==> config.mk <==
export PLATFORM = sky130hd
export DESIGN_NAME = lcd_hd44780_drv
export DESIGN_NICKNAME = d
export VERILOG_FILES = /design/src/rtl/lcd_hd44780_drv.sv
export SDC_FILE = /design/constraint.sdc
export NUM_CORES = 1
export LEC_CHECK = 0
export CORE_ASPECT_RATIO = 1.5
export CORE_MARGIN = 10
export CORE_UTILIZATION = 55
export DETAILED_ROUTE_END_ITERATION = 8
export PLACE_DENSITY = 0.83
export SETUP_SLACK_MARGIN = 0.05
export SYNTH_ARGS = -nofsm -noshare
export SYNTH_HDL_FRONTEND = slang
export SYNTH_SLANG_ARGS = --single-unit
==> constraint.sdc <==
create_clock -name CLK -period 9.3 [get_ports CLK]
set_clock_uncertainty 0.2 [all_clocks]
set_input_delay 1.86 -clock CLK [delete_from_list [all_inputs] [get_ports CLK]]
set_output_delay 1.86 -clock CLK [all_outputs]
set_load 0.02 [all_outputs]
==> src/rtl/lcd_hd44780_drv.sv <==
// HD44780 4-bit write-only driver: power-on init, then one DDRAM address-set
// command plus one data write per accepted character, timed by cycle counters.
module lcd_hd44780_drv #(
  parameter int unsigned T_POWERUP = 750000,
  parameter int unsigned T_INIT1   = 205000,
  parameter int unsigned T_INIT2   = 5000,
  parameter int unsigned T_CMD     = 2000,
  parameter int unsigned T_CLEAR   = 82000,
  parameter int unsigned T_SETUP   = 2,
  parameter int unsigned T_E       = 12
) (
  input  logic       CLK,
  input  logic       RST,
  input  logic       lcd_row,
  input  logic [3:0] lcd_col,
  input  logic [7:0] lcd_char,
  input  logic       lcd_we,
  output logic       lcd_busy,
  output logic       overrun,
  output logic       init_done,
  output logic       LCD_RS,
  output logic       LCD_RW,
  output logic       LCD_E,
  output logic [3:0] LCD_DB
);

  function automatic int unsigned max2(input int unsigned a, input int unsigned b);
    return (a > b) ? a : b;
  endfunction

  localparam int unsigned T_MAX = max2(max2(max2(T_POWERUP, T_INIT1), max2(T_INIT2, T_CMD)),
                                       max2(max2(T_CLEAR, T_SETUP), T_E));
  localparam int unsigned CW = $clog2(T_MAX + 1);

  typedef enum logic [2:0] {PWR_WAIT, INIT_NIB, INIT_BYTE, IDLE, ADDR, DATA} state_e;
  typedef enum logic [1:0] {PH_SETUP, PH_EHI, PH_ELO, PH_WAIT} phase_e;

  state_e          state_q, state_d;
  phase_e          phase_q, phase_d;
  logic            hi_q, hi_d;
  logic [1:0]      idx_q, idx_d;
  logic [CW-1:0]   cnt_q, cnt_d;
  logic            row_q, row_d;
  logic [3:0]      col_q, col_d;
  logic [7:0]      char_q, char_d;
  logic            overrun_q, overrun_d;
  logic            init_done_q, init_done_d;
  logic            busy_q, busy_d;
  logic            e_q, e_d;
  logic            rs_q, rs_d;
  logic [3:0]      db_q, db_d;

  logic [7:0]      cur_byte, nxt_byte;
  logic [CW-1:0]   wait_len, ph_len;
  logic            xfer_d;

  // Init single nibbles are returned duplicated so the hi/lo select is irrelevant.
  function automatic logic [7:0] byte_of(input state_e st, input logic [1:0] idx,
                                         input logic row, input logic [3:0] col,
                                         input logic [7:0] ch);
    logic [7:0] b;
    b = 8'h00;
    case (st)
      INIT_NIB:  b = (idx == 2'd3) ? 8'h22 : 8'h33;
      INIT_BYTE: begin
        case (idx)
          2'd0:    b = 8'h28;
          2'd1:    b = 8'h0C;
          2'd2:    b = 8'h06;
          default: b = 8'h01;
        endcase
      end
      ADDR:      b = {1'b1, row, 2'b00, col};
      DATA:      b = ch;
      default:   b = 8'h00;
    endcase
    return b;
  endfunction

  always_comb begin
    cur_byte = byte_of(state_q, idx_q, row_q, col_q, char_q);
    wait_len = CW'(T_CMD);
    if (state_q == INIT_NIB) begin
      case (idx_q)
        2'd0:    wait_len = CW'(T_INIT1);
        2'd1:    wait_len = CW'(T_INIT2);
        default: wait_len = CW'(T_CMD);
      endcase
    end else if (state_q != DATA && cur_byte == 8'h01) begin
      wait_len = CW'(T_CLEAR);
    end
    case (phase_q)
      PH_SETUP: ph_len = CW'(T_SETUP);
      PH_EHI:   ph_len = CW'(T_E);
      PH_ELO:   ph_len = CW'(T_E);
      default:  ph_len = wait_len;
    endcase
  end

  always_comb begin
    state_d     = state_q;
    phase_d     = phase_q;
    hi_d        = hi_q;
    idx_d       = idx_q;
    cnt_d       = cnt_q + CW'(1);
    row_d       = row_q;
    col_d       = col_q;
    char_d      = char_q;
    init_done_d = init_done_q;
    overrun_d   = overrun_q | (lcd_we & busy_q);

    case (state_q)
      PWR_WAIT: begin
        if (cnt_q == CW'(T_POWERUP)) begin
          state_d = INIT_NIB;
          phase_d = PH_SETUP;
          hi_d    = 1'b1;
          idx_d   = 2'd0;
          cnt_d   = '0;
        end
      end
      IDLE: begin
        cnt_d = '0;
        if (lcd_we && !busy_q) begin
          state_d = ADDR;
          phase_d = PH_SETUP;
          hi_d    = 1'b1;
          row_d   = lcd_row;
          col_d   = lcd_col;
          char_d  = lcd_char;
        end
      end
      default: begin
        if (cnt_q == ph_len - CW'(1)) begin
          cnt_d = '0;
          case (phase_q)
            PH_SETUP: phase_d = PH_EHI;
            PH_EHI:   phase_d = PH_ELO;
            PH_ELO: begin
              if (hi_q && state_q != INIT_NIB) begin
                hi_d    = 1'b0;
                phase_d = PH_SETUP;
              end else begin
                phase_d = PH_WAIT;
              end
            end
            default: begin
              phase_d = PH_SETUP;
              hi_d    = 1'b1;
              case (state_q)
                INIT_NIB: begin
                  idx_d = idx_q + 2'd1;
                  if (idx_q == 2'd3) state_d = INIT_BYTE;
                end
                INIT_BYTE: begin
                  idx_d = idx_q + 2'd1;
                  if (idx_q == 2'd3) begin
                    state_d     = IDLE;
                    init_done_d = 1'b1;
                  end
                end
                ADDR:    state_d = DATA;
                default: state_d = IDLE;
              endcase
            end
          endcase
        end
      end
    endcase

    // Bus outputs are derived from the next state so they can be registered.
    nxt_byte = byte_of(state_d, idx_d, row_d, col_d, char_d);
    xfer_d   = (state_d inside {INIT_NIB, INIT_BYTE, ADDR, DATA});
    e_d      = xfer_d && (phase_d == PH_EHI);
    rs_d     = (state_d == DATA);
    db_d     = xfer_d ? (hi_d ? nxt_byte[7:4] : nxt_byte[3:0]) : '0;
    busy_d   = (state_d != IDLE);
  end

  always_ff @(posedge CLK) begin
    if (RST) begin
      state_q     <= PWR_WAIT;
      phase_q     <= PH_SETUP;
      hi_q        <= 1'b1;
      idx_q       <= '0;
      cnt_q       <= '0;
      row_q       <= 1'b0;
      col_q       <= '0;
      char_q      <= '0;
      overrun_q   <= 1'b0;
      init_done_q <= 1'b0;
      busy_q      <= 1'b1;
      e_q         <= 1'b0;
      rs_q        <= 1'b0;
      db_q        <= '0;
    end else begin
      state_q     <= state_d;
      phase_q     <= phase_d;
      hi_q        <= hi_d;
      idx_q       <= idx_d;
      cnt_q       <= cnt_d;
      row_q       <= row_d;
      col_q       <= col_d;
      char_q      <= char_d;
      overrun_q   <= overrun_d;
      init_done_q <= init_done_d;
      busy_q      <= busy_d;
      e_q         <= e_d;
      rs_q        <= rs_d;
      db_q        <= db_d;
    end
  end

  assign lcd_busy  = busy_q;
  assign overrun   = overrun_q;
  assign init_done = init_done_q;
  assign LCD_RS    = rs_q;
  assign LCD_RW    = 1'b0;
  assign LCD_E     = e_q;
  assign LCD_DB    = db_q;

endmodule

== Word-level counts from Yosys, hierarchy flattened ==
Index checks and enable logic that the tools add are counted.

* Memories kept: 0
* Logic and storage cells: 108
* Input port bits: 16
* Memory bits (read-only): 0
* RAM bits: 0
* Flip-flop bits (word level): 50
* Bits in latches: 0
* Output and inout bits: 10

* Divide/modulo/power cells: 0
* Bitwise operators: 5
* Multipliers: 0
* Shift-type cells: 0
* Reduce and logical (&&, ||, !) cells: 17
* Add/subtract/negate cells: 3
* Mux-type cells: 45
* Equality and inequality tests: 24
* Magnitude comparators: 0

{| class="wikitable"
|+ Operators with widths
! kind !! count
|-
| $pmux W20 S2 || 2
|-
| $pmux W8 S4 || 2
|-
| $mux W20 || 3
|-
| $pmux W18 S2 || 1
|-
| $pmux W6 S3 || 2
|-
| $add A20 B1 Y20 const B || 1
|-
| $eq A20 B20 Y1 || 1
|-
| $eq A20 B20 Y1 const B || 1
|-
| $sub A20 B1 Y20 const B || 1
|-
| $mux W3 || 6
|-
| $mux W17 || 1
|-
| $mux W2 || 8
|-
| $mux W8 || 2
|-
| $eq A3 B3 Y1 const B || 4
|-
| $mux W4 || 3
|-
| $eq A2 B2 Y1 const B || 5
|-
| $mux W5 || 2
|-
| $reduce_or A2 Y1 || 5
|-
| $eq A3 B2 Y1 const B || 3
|-
| $pmux W3 S3 || 1
|-
| $eq A2 B1 Y1 const B || 4
|-
| $eq A8 B1 Y1 const B || 1
|-
| $pmux W2 S2 || 2
|-
| $eq A3 B1 Y1 const B || 2
|-
| 18 further kinds || 31
|}

== Logic depth before layout (Yosys ltp) ==
Gate-level depths: netlist of the first run.

* Depth after elaboration: 16
* Gate-level depth with buffers: 17

== Least setup slack after synthesis of the first run ==
OpenSTA, ideal clock, no wires.

* Kind: in2reg
* Start: input lcd_we
* End: register db_q[3] (netlist: LCD_DB[3])
* Library setup time: 0.058 ns
* Arrival time: 3.788 ns
* Stages on the path: 10
* Path slack: 5.255 ns
* Data required time: 9.042 ns
* Cells stage by stage: nand2b_1 -> nor2b_1 -> o21ai_0 -> and4_1 -> or3_1 -> buf_2 -> or3_1 -> or3_4 -> o22ai_1 -> o21a_1

* Longest elaborated chain between the ends: 7

{| class="wikitable"
|+ RTL lines
! item !! line !! RTL
|-
| from (decl) || 17 || <nowiki>input logic lcd_we,</nowiki>
|-
| $logic_and A1 B1 Y1 * || 124 || <nowiki>if (lcd_we && !busy_q) begin</nowiki>
|-
| $mux W3 || 124 ||
|-
| $pmux W3 S2 || 112 || <nowiki>case (state_q)</nowiki>
|-
| $eq A3 B1 Y1 (tied with other cells) || 63, 173 ||
|-
| $reduce_bool A4 Y1 || 173 || <nowiki>xfer_d = (state_d inside {INIT_NIB, INIT_BYTE, ADDR, DATA});</nowiki>
|-
| $not A1 Y1 (no source line) || -- ||
|-
| $reduce_or A2 Y1 (no source line) || -- ||
|-
| to (signal assigned) || 195 || <nowiki>db_q <= '0;</nowiki>
|-
| to (signal assigned) || 210 || <nowiki>db_q <= db_d;</nowiki>
|-
| to (decl) || 51 || <nowiki>logic [3:0] db_q, db_d;</nowiki>
|}

Mark *: on every way between the ends. The rest lies on a longest branch, timed or not.
A chain may end at the register's enable or synchronous reset.

== Worst setup path in the final report of the first run ==
* Start: register idx_q[0]
* End: register db_q[1] (netlist: LCD_DB[1])

* Longest elaborated chain between the ends: 16

{| class="wikitable"
|+ RTL lines
! item !! line !! RTL
|-
| from (decl) || 41 || <nowiki>logic [1:0] idx_q, idx_d;</nowiki>
|-
| from (signal assigned) || 200 || <nowiki>idx_q <= idx_d;</nowiki>
|-
| $eq A2 B2 Y1 (tied with other cells) || 66 || <nowiki>case (idx)</nowiki>
|-
| $pmux W6 S3 or $mux W5 (tied branches) || 66, 64 ||
|-
| $pmux W8 S4 || 63 || <nowiki>case (st)</nowiki>
|-
| $eq A8 B1 Y1 || 89 || <nowiki>end else if (state_q != DATA && cur_byte == 8'h01) begin</nowiki>
|-
| $logic_and A1 B1 Y1 || 89 ||
|-
| $mux W17 || 89 ||
|-
| $mux W20 || 83 || <nowiki>if (state_q == INIT_NIB) begin</nowiki>
|-
| $pmux W20 S2 || 92 || <nowiki>case (phase_q)</nowiki>
|-
| $sub A20 B1 Y20 || 134 || <nowiki>if (cnt_q == ph_len - CW'(1)) begin</nowiki>
|-
| $eq A20 B20 Y1 || 134 ||
|-
| $mux W2 or $mux W3 (tied branches) || 134 ||
|-
| $pmux W2 S2 or $pmux W3 S2 (tied branches) || 112 ||
|-
| $eq A2 B2 Y1 (tied with other cells) || 66 ||
|-
| $pmux W6 S3 or $reduce_bool A4 Y1 (tied branches) || 66, 173 ||
|-
| $pmux W8 S4 or $not A1 Y1 (tied branches) || -- ||
|-
| $mux W4 or $reduce_or A2 Y1 (tied branches) || -- ||
|}

Parallel ways exist; a longest one is shown, timed or not.

==> summary.md, run 1 <==
| Metric | Value |
|---|---|
| Status | `finished, final reports clean` |
| Final hold vios | `0` |
| Synth Instances | `411` |
| CTS root buffer | `clkbuf_8` |
| Boundary Pins | `26` |
| Critical Path AT | `4.44 ns` |
| Max VDD drop | `0.08307 mV` |
| Core box area | `5786 µm²` |
| CP Capture Type | `flop` |
| Crit start category | `flop` |
| Final ANT Viol Nets | `0` |
| CP Data Required Time | `9.31 ns` |
| Power per cell area | `about 110 nW/µm²` |
| Vias in the first global route | `2,819` |
| FF/Latch Area | `1001 µm²` |
| TritonCTS clock tree | `yes` |
| Area grow syn2layout | `10.80%` |
| Final wirelength | `7938 µm` |
| Syn Nets | `443` |
| Critical path class | `flop to flop` |
| Wirelength per Cell | `16.13 µm` |
| # DRC | `0` |
| Min Tclk post-route | `4.423 ns` |
| List of most frequent post-synthesis cells | `dfxtp_1 (50), nand2_1 (47), nor2_1 (46), a21oi_1 (30), inv_1 (17)` |
| Slew HR | `0.3533` |
| RSZ-0062 raised after global routing | `false` |
| Worst hold slack | `roughly 0.27 ns` |
| Total Neg Setup Slack | `0 ns` |
| Tightest Pin Transition | `0.9670 ns` |
| Most frequent cell after synthesis | `dfxtp_1` |
| CTS Buffer Depth | `2` |
| Global-route wire length before repair | `13,230 µm` |
| I/O Buffers | `24` |
| #FFs+latches synth | `50` |
| Fill cells | `540` |
| Hold path depth | `2` |
| H-tree depth | `2` |
| Die W | `82.83 µm` |
| Sequential element share of the synthesized area | `0.3073` |
| Total track usage | `0.1630` |
| Post-synth EDFFs | `0` |
| Pre-antenna DRT Iters | `4` |
| Depth of the worst register-to-register path | `15` |
| N_diodes | `0` |
| Max_cap viols | `0` |
| Vias | `just under 3,000` |
| Synth top area share | `0.3073` |
| Max frequency | `226.1 MHz` |
| Final setup vio count | `0` |
| Setup Buffers After CTS | `0` |
| Period utilisation layout | `0.4756` |
| Vias/cell | `6.010` |
| Die Area | `9463 µm²` |
| Iter 0 DRT Violations | `248` |
| Leakage Power | `1.387 nW` |
| Post-synth ARST share | `0` |
| Largest net degree at the start of global routing | `28` |
| Worst-path clk slew | `0.10 ns` |
| Cell taking the most area after synthesis | `dfxtp_1` |
| Placer Congestion | `~0.95` |
| Netlist Area Pre-Place | `~3300 µm²` |
| Synth warn | `0` |
| Area of the multi-input gates | `2088 µm²` |
| Antenna violations before repair | `0` |
| Avg Inst Size Synth | `roughly 8 µm²` |
| Critical path peak fanout | `8` |
| Starting density of the core | `0.5629` |
| Top FF cell, synth | `dfxtp_1` |
| GR Overflow Total | `0` |
| Nets | `around 450` |
| Die H | `114.2 µm` |
| Post-cts sizing count | `0` |
| Min-Delay Path Class | `flop to flop` |
| FP Rows | `34` |
| # clock sinks | `50` |
| Layout cell share with drive strength beyond 1 | `0.05238` |
| Final HPWL DP | `5908 µm` |
| Unique masters post-synth | `68` |
| Worst skew pair latency | `0.31 ns` |
| Post-CTS Hold Buffers | `0` |
| Cts bufs inserted | `5` |
| Max-slew violation count | `0` |
| Synth top area cells | `dfxtp_1 (31%), ha_1 (6.1%), nand2_1 (5.4%)` |
-- metal layers --
metal / vias to the layer above / track usage / routed length (µm)
li1: 1447 / - / -
met1: 1404 / 0.1746 / 3267
met2: 84 / 0.2965 / 4102
met3: 22 / 0.03490 / 323
met4: 0 / 0.07631 / 244
met5: - / 0 / 0
-- final cells by class --
cell class	count	area share
tap	72	0.02497
multi-input combinational	320	0.5787
sequential	50	0.2774
inverter	17	0.01768
clock inverter	3	0.01352
timing repair buffer	25	0.06865
clock buffer	5	0.01907
-- where the power goes --
part	leakage, nW	switching [W]	internal (W)
logic	0.927	0.00000874	0.00000968
registers	0.404	0.00000171	0.000215
clock network	0.0563	0.0000806	0.0000820
-- state kept, by name, indices dropped and copies added (netlist names) --
name / count
LCD_DB: 4
cnt_q: 20
LCD_RS: 1
overrun: 1
row_q: 1
LCD_E: 1
state_q: 3
col_q: 4
lcd_busy: 1
idx_q: 2
hi_q: 1
init_done: 1
char_q: 8
phase_q: 2
-- worst max-delay path: stages (launching register included) --
cell and delay [ns]:
dfxtp_1 0.47, inv_1 0.14, ha_1 0.34, nor4b_2 0.44, nand3_1 0.24, a21oi_1 0.18, o2111ai_1 0.15, a211oi_2 0.44
and3_1 0.38, mux2i_1 0.12, o21ai_1 0.34, inv_1 0.16, ha_1 0.22, nand4_1 0.07, a21oi_1 0.08, o41a_1 0.36
-- logic make-up (layout without fill, tap and decap cells) --
kind of cell	Yosys count	count (layout)	share of synthesized area
simple gates	178	178	0.2924
compound gates	87	87	0.1809
flops	50	50	0.3073
buf+inv	41	50	0.05148
xor+xnor	30	30	0.08068
fa+ha+maj	16	16	0.06147
mux	8	8	0.02459
other cells	1	1	0.001151
-- final timing paths --
kind	from	end	slack, ns
worst max register to register	idx_q[0]	LCD_DB[1]	4.88
worst max-delay path	idx_q[0]	LCD_DB[1]	4.88
worst min-delay path	col_q[3]	col_q[3]	0.27
worst min register to register	col_q[3]	col_q[3]	0.27
-- cells in the final DEF (no fill, tap or decap), types with 4 or more instances in the layout --
master	netlist	routed
and3_1	8	8
a21oi_1	30	30
clkdlybuf4s50_1	0	24
nand4_1	9	9
or3_1	5	5
nor2b_1	9	9
mux2i_1	8	8
or2_2	4	4
nand2b_1	7	7
clkbuf_8	0	5
dfxtp_1	50	50
o21ai_0	10	10
nand3_1	11	11
a211oi_1	4	4
inv_1	17	17
nand2_1	47	47
ha_1	16	16
xor2_1	16	16
nor2_1	46	46
nor3_1	6	6
xnor2_1	14	14
-- per-stage QoR --
stage          total power (W)  setup slack, ns  std cells    util  cell area, µm²
2_1_floorplan        0.0002320            5.255        411       -            3257
3_3_place_gp         0.0002404            4.600        484  0.6034            3491
3_5_place_dp         0.0002405            4.551        484  0.6034            3491
4_1_cts              0.0004006            4.890        492  0.6237            3608
5_1_grt              0.0004130            4.488        492  0.6237            3608
6_report             0.0003982            4.877        492  0.6237            3608
No activity file was read; power rests on OpenSTA's default activity.
==> run 2, diff against run 1 <==
- clock period: 9.3 -> 4.15 ns (I/O delays scaled with it)
==> run 2 against run 1 <==
Compared with the run above: first-iteration DRC count fell by 29%; final area rose by 4.7%; via count rose by 2.6%; total power rose by 110%; critical path depth fell by 3; clock power rose by 77%; clock-buffer cell count did not move; hold slack got worse by 0.0074 ns.
==> summary.md, run 2 (synthesized netlist as in run 1, its figures left out) <==
| Metric | Value |
|---|---|
| Status | `finished, final reports clean` |
| Final setup vio count | `0 (unchanged)` |
| CP Capture Type | `flop` |
| Post-CTS Hold Buffers | `0 (unchanged)` |
| Placer Congestion | `0.9972 (+5.0%)` |
| Commonest cells after routing, fill and taps aside | `dfxtp_1 (47), nand2_1 (47), nor2_1 (45)` |
| Final ANT Viol Nets | `0 (unchanged)` |
| Slew HR | `0.6048 (+0.2515)` |
| Antenna violations before repair | `0 (unchanged)` |
| Critical path peak fanout | `6 (-2)` |
| Final HPWL DP | `6424 µm (+8.7%)` |
| Max frequency | `252.6 MHz (+12%)` |
| Total Neg Setup Slack | `0 ns (unchanged)` |
| Wirelength per Cell | `17.08 µm (+5.9%)` |
| Leakage Power | `1.450 nW (+4.6%)` |
| Area after DPL | `3566 µm² (+2.2%)` |
| Final wirelength | `8626 µm (+8.7%)` |
| I/O Buffers | `24 (unchanged)` |
| Period utilisation layout | `0.9541 (+0.4785)` |
| # DRC | `0 (unchanged)` |
| Power per cell area | `216.5 nW/µm² (+96%)` |
| Area grow syn2layout | `16.02%` |
| Pre-antenna DRT Iters | `4 (unchanged)` |
| Min Tclk post-route | `3.959 ns (-0.4638 ns)` |
| Final hold vios | `0 (unchanged)` |
| Crit start category | `flop` |
| Post-route cell area | `3779 µm² (+4.7%)` |
| Die Area | `9463 µm² (unchanged)` |
| TritonCTS clock tree | `yes` |
| Boundary Pins | `26 (unchanged)` |
| Largest regs | `cnt_q (20), char_q (8)` |
| FP Rows | `34 (unchanged)` |
| Vias | `3,033 (+2.6%)` |
| Starting density of the core | `0.5629 (unchanged)` |
| Worst hold slack | `0.2585 ns (-0.007350 ns)` |
| Global-route wire length before repair | `14,140 µm (+6.9%)` |
| Max VDD drop | `0.1973 mV (+140%)` |
| Vias/cell | `6.006 (about the same)` |
| Worst skew pair latency | `0.31 ns (about the same)` |
| Tightest Pin Transition | `0.5915 ns (-0.3755 ns)` |
| Max-slew violation count | `0 (unchanged)` |
| CTS Buffer Depth | `2 (unchanged)` |
| # clock sinks | `50 (unchanged)` |
| Nets | `465 (+3.1%)` |
| Critical path class | `flop to flop` |
| CP Data Required Time | `4.21 ns (-5.10 ns)` |
| Die H | `114.2 µm (unchanged)` |
| H-tree depth | `2 (unchanged)` |
| GR Overflow Total | `0 (unchanged)` |
| Die W | `82.83 µm (unchanged)` |
| Number of flip-flops in the largest register | `20 (unchanged)` |
| CTS root buffer | `clkbuf_8` |
| Iter 0 DRT Violations | `175 (-29%)` |
| Layout cell share with drive strength beyond 1 | `0.1293 (+0.07695)` |
| Max_cap viols | `0 (unchanged)` |
| RSZ-0062 raised after global routing | `false` |
| Worst-path clk slew | `0.11 ns (about the same)` |
| Critical Path AT | `4.02 ns (-0.42 ns)` |
| Core box area | `5786 µm² (unchanged)` |
| Top reg by flops | `cnt_q` |
| Total track usage | `0.1739 (+0.01094)` |
| N_diodes | `0 (unchanged)` |
| Vias in the first global route | `3,088 (+9.5%)` |
| Cts bufs inserted | `5 (unchanged)` |
| Largest net degree at the start of global routing | `22 (-21%)` |
| Min-Delay Path Class | `flop to flop` |
## run 2: cell types whose count changed in the layout (fill, tap and decap cells not counted), sizes merged
cell and delta:
buf +14, bufinv -1, clkinv +1, inv -1
## run 2: layer usage
| layer | part of all wire | global-route usage | up-vias |
|---|---|---|---|
| met5 | 0 | 0 | - |
| met4 | 0.037 | 0.08998 | 0 |
| met3 | 0.041 | 0.03205 | 30 |
| met2 | 0.54 | 0.3399 | 92 |
| met1 | 0.38 | 0.1673 | 1436 |
| li1 | - | - | 1475 |
## run 2: layout make-up
class | count | area (µm²)
multi-input cells | 320 | 2178
inverters | 17 | 67.56
repair buffers | 39 | 352.8
flip-flops and latches | 50 | 1007
well taps | 72 | 90.09
fillers | 508 | 2007
clock inverters | 2 | 13.76
clock buffers | 5 | 68.82
## run 2: worst paths after layout
| check | to | depth (start not counted) | slack (ns) | from |
|---|---|---|---|---|
| hold reg to reg | char_q[4] | 2 | 0.26 | char_q[4] |
| setup / recovery | LCD_DB[1] | 12 | 0.19 | idx_q[1] |
| setup reg to reg | LCD_DB[1] | 12 | 0.19 | idx_q[1] |
| hold / removal | char_q[4] | 2 | 0.26 | char_q[4] |
## run 2: power by group
part / switching, W / total [W] / internal (W)
Clock: 0.000171 / 0.000288 / 0.000117
Sequential: 0.00000396 / 0.000486 / 0.000482
Combinational: 0.0000202 / 0.0000441 / 0.0000238
Total: 0.000195 / 0.000818 / 0.000623
## run 2: metrics by stage
stage	instances	total power (W)	util	setup slack, ns
floorplan	411	0.0005198	-	0.1812
global placement	494	0.0005390	0.6163	0.07078
detailed placement	494	0.0005397	0.6163	0.009490
CTS	501	0.0008192	0.6347	0.05004
global route	505	0.0008390	0.6531	0.02759
finish	505	0.0008180	0.6531	0.1906
## run 2: worst max-delay path, cell delays in order, from the launching register on
cell	delay [ns]
dfxtp_4	0.40
clkinvlp_4	0.17
ha_4	0.26
nor4b_4	0.29
a21oi_1	0.21
o31ai_1	0.56
a211oi_4	0.12
and4_1	0.21
or3_1	0.40
or3_1	0.40
or3_4	0.37
nor3_2	0.16
o41a_1	0.17
## run 2: timing repair
| item | 4_1_cts | 5_1_grt |
|---|---|---|
| pin swaps | 0 | 7 |
| setup endpoints to repair | 4 | 5 |
| hold endpoints to repair | 0 | 0 |
| gates resized for setup | 4 | 21 |
| gates cloned | 0 | 0 |
| buffers inserted | 0 | 4 |
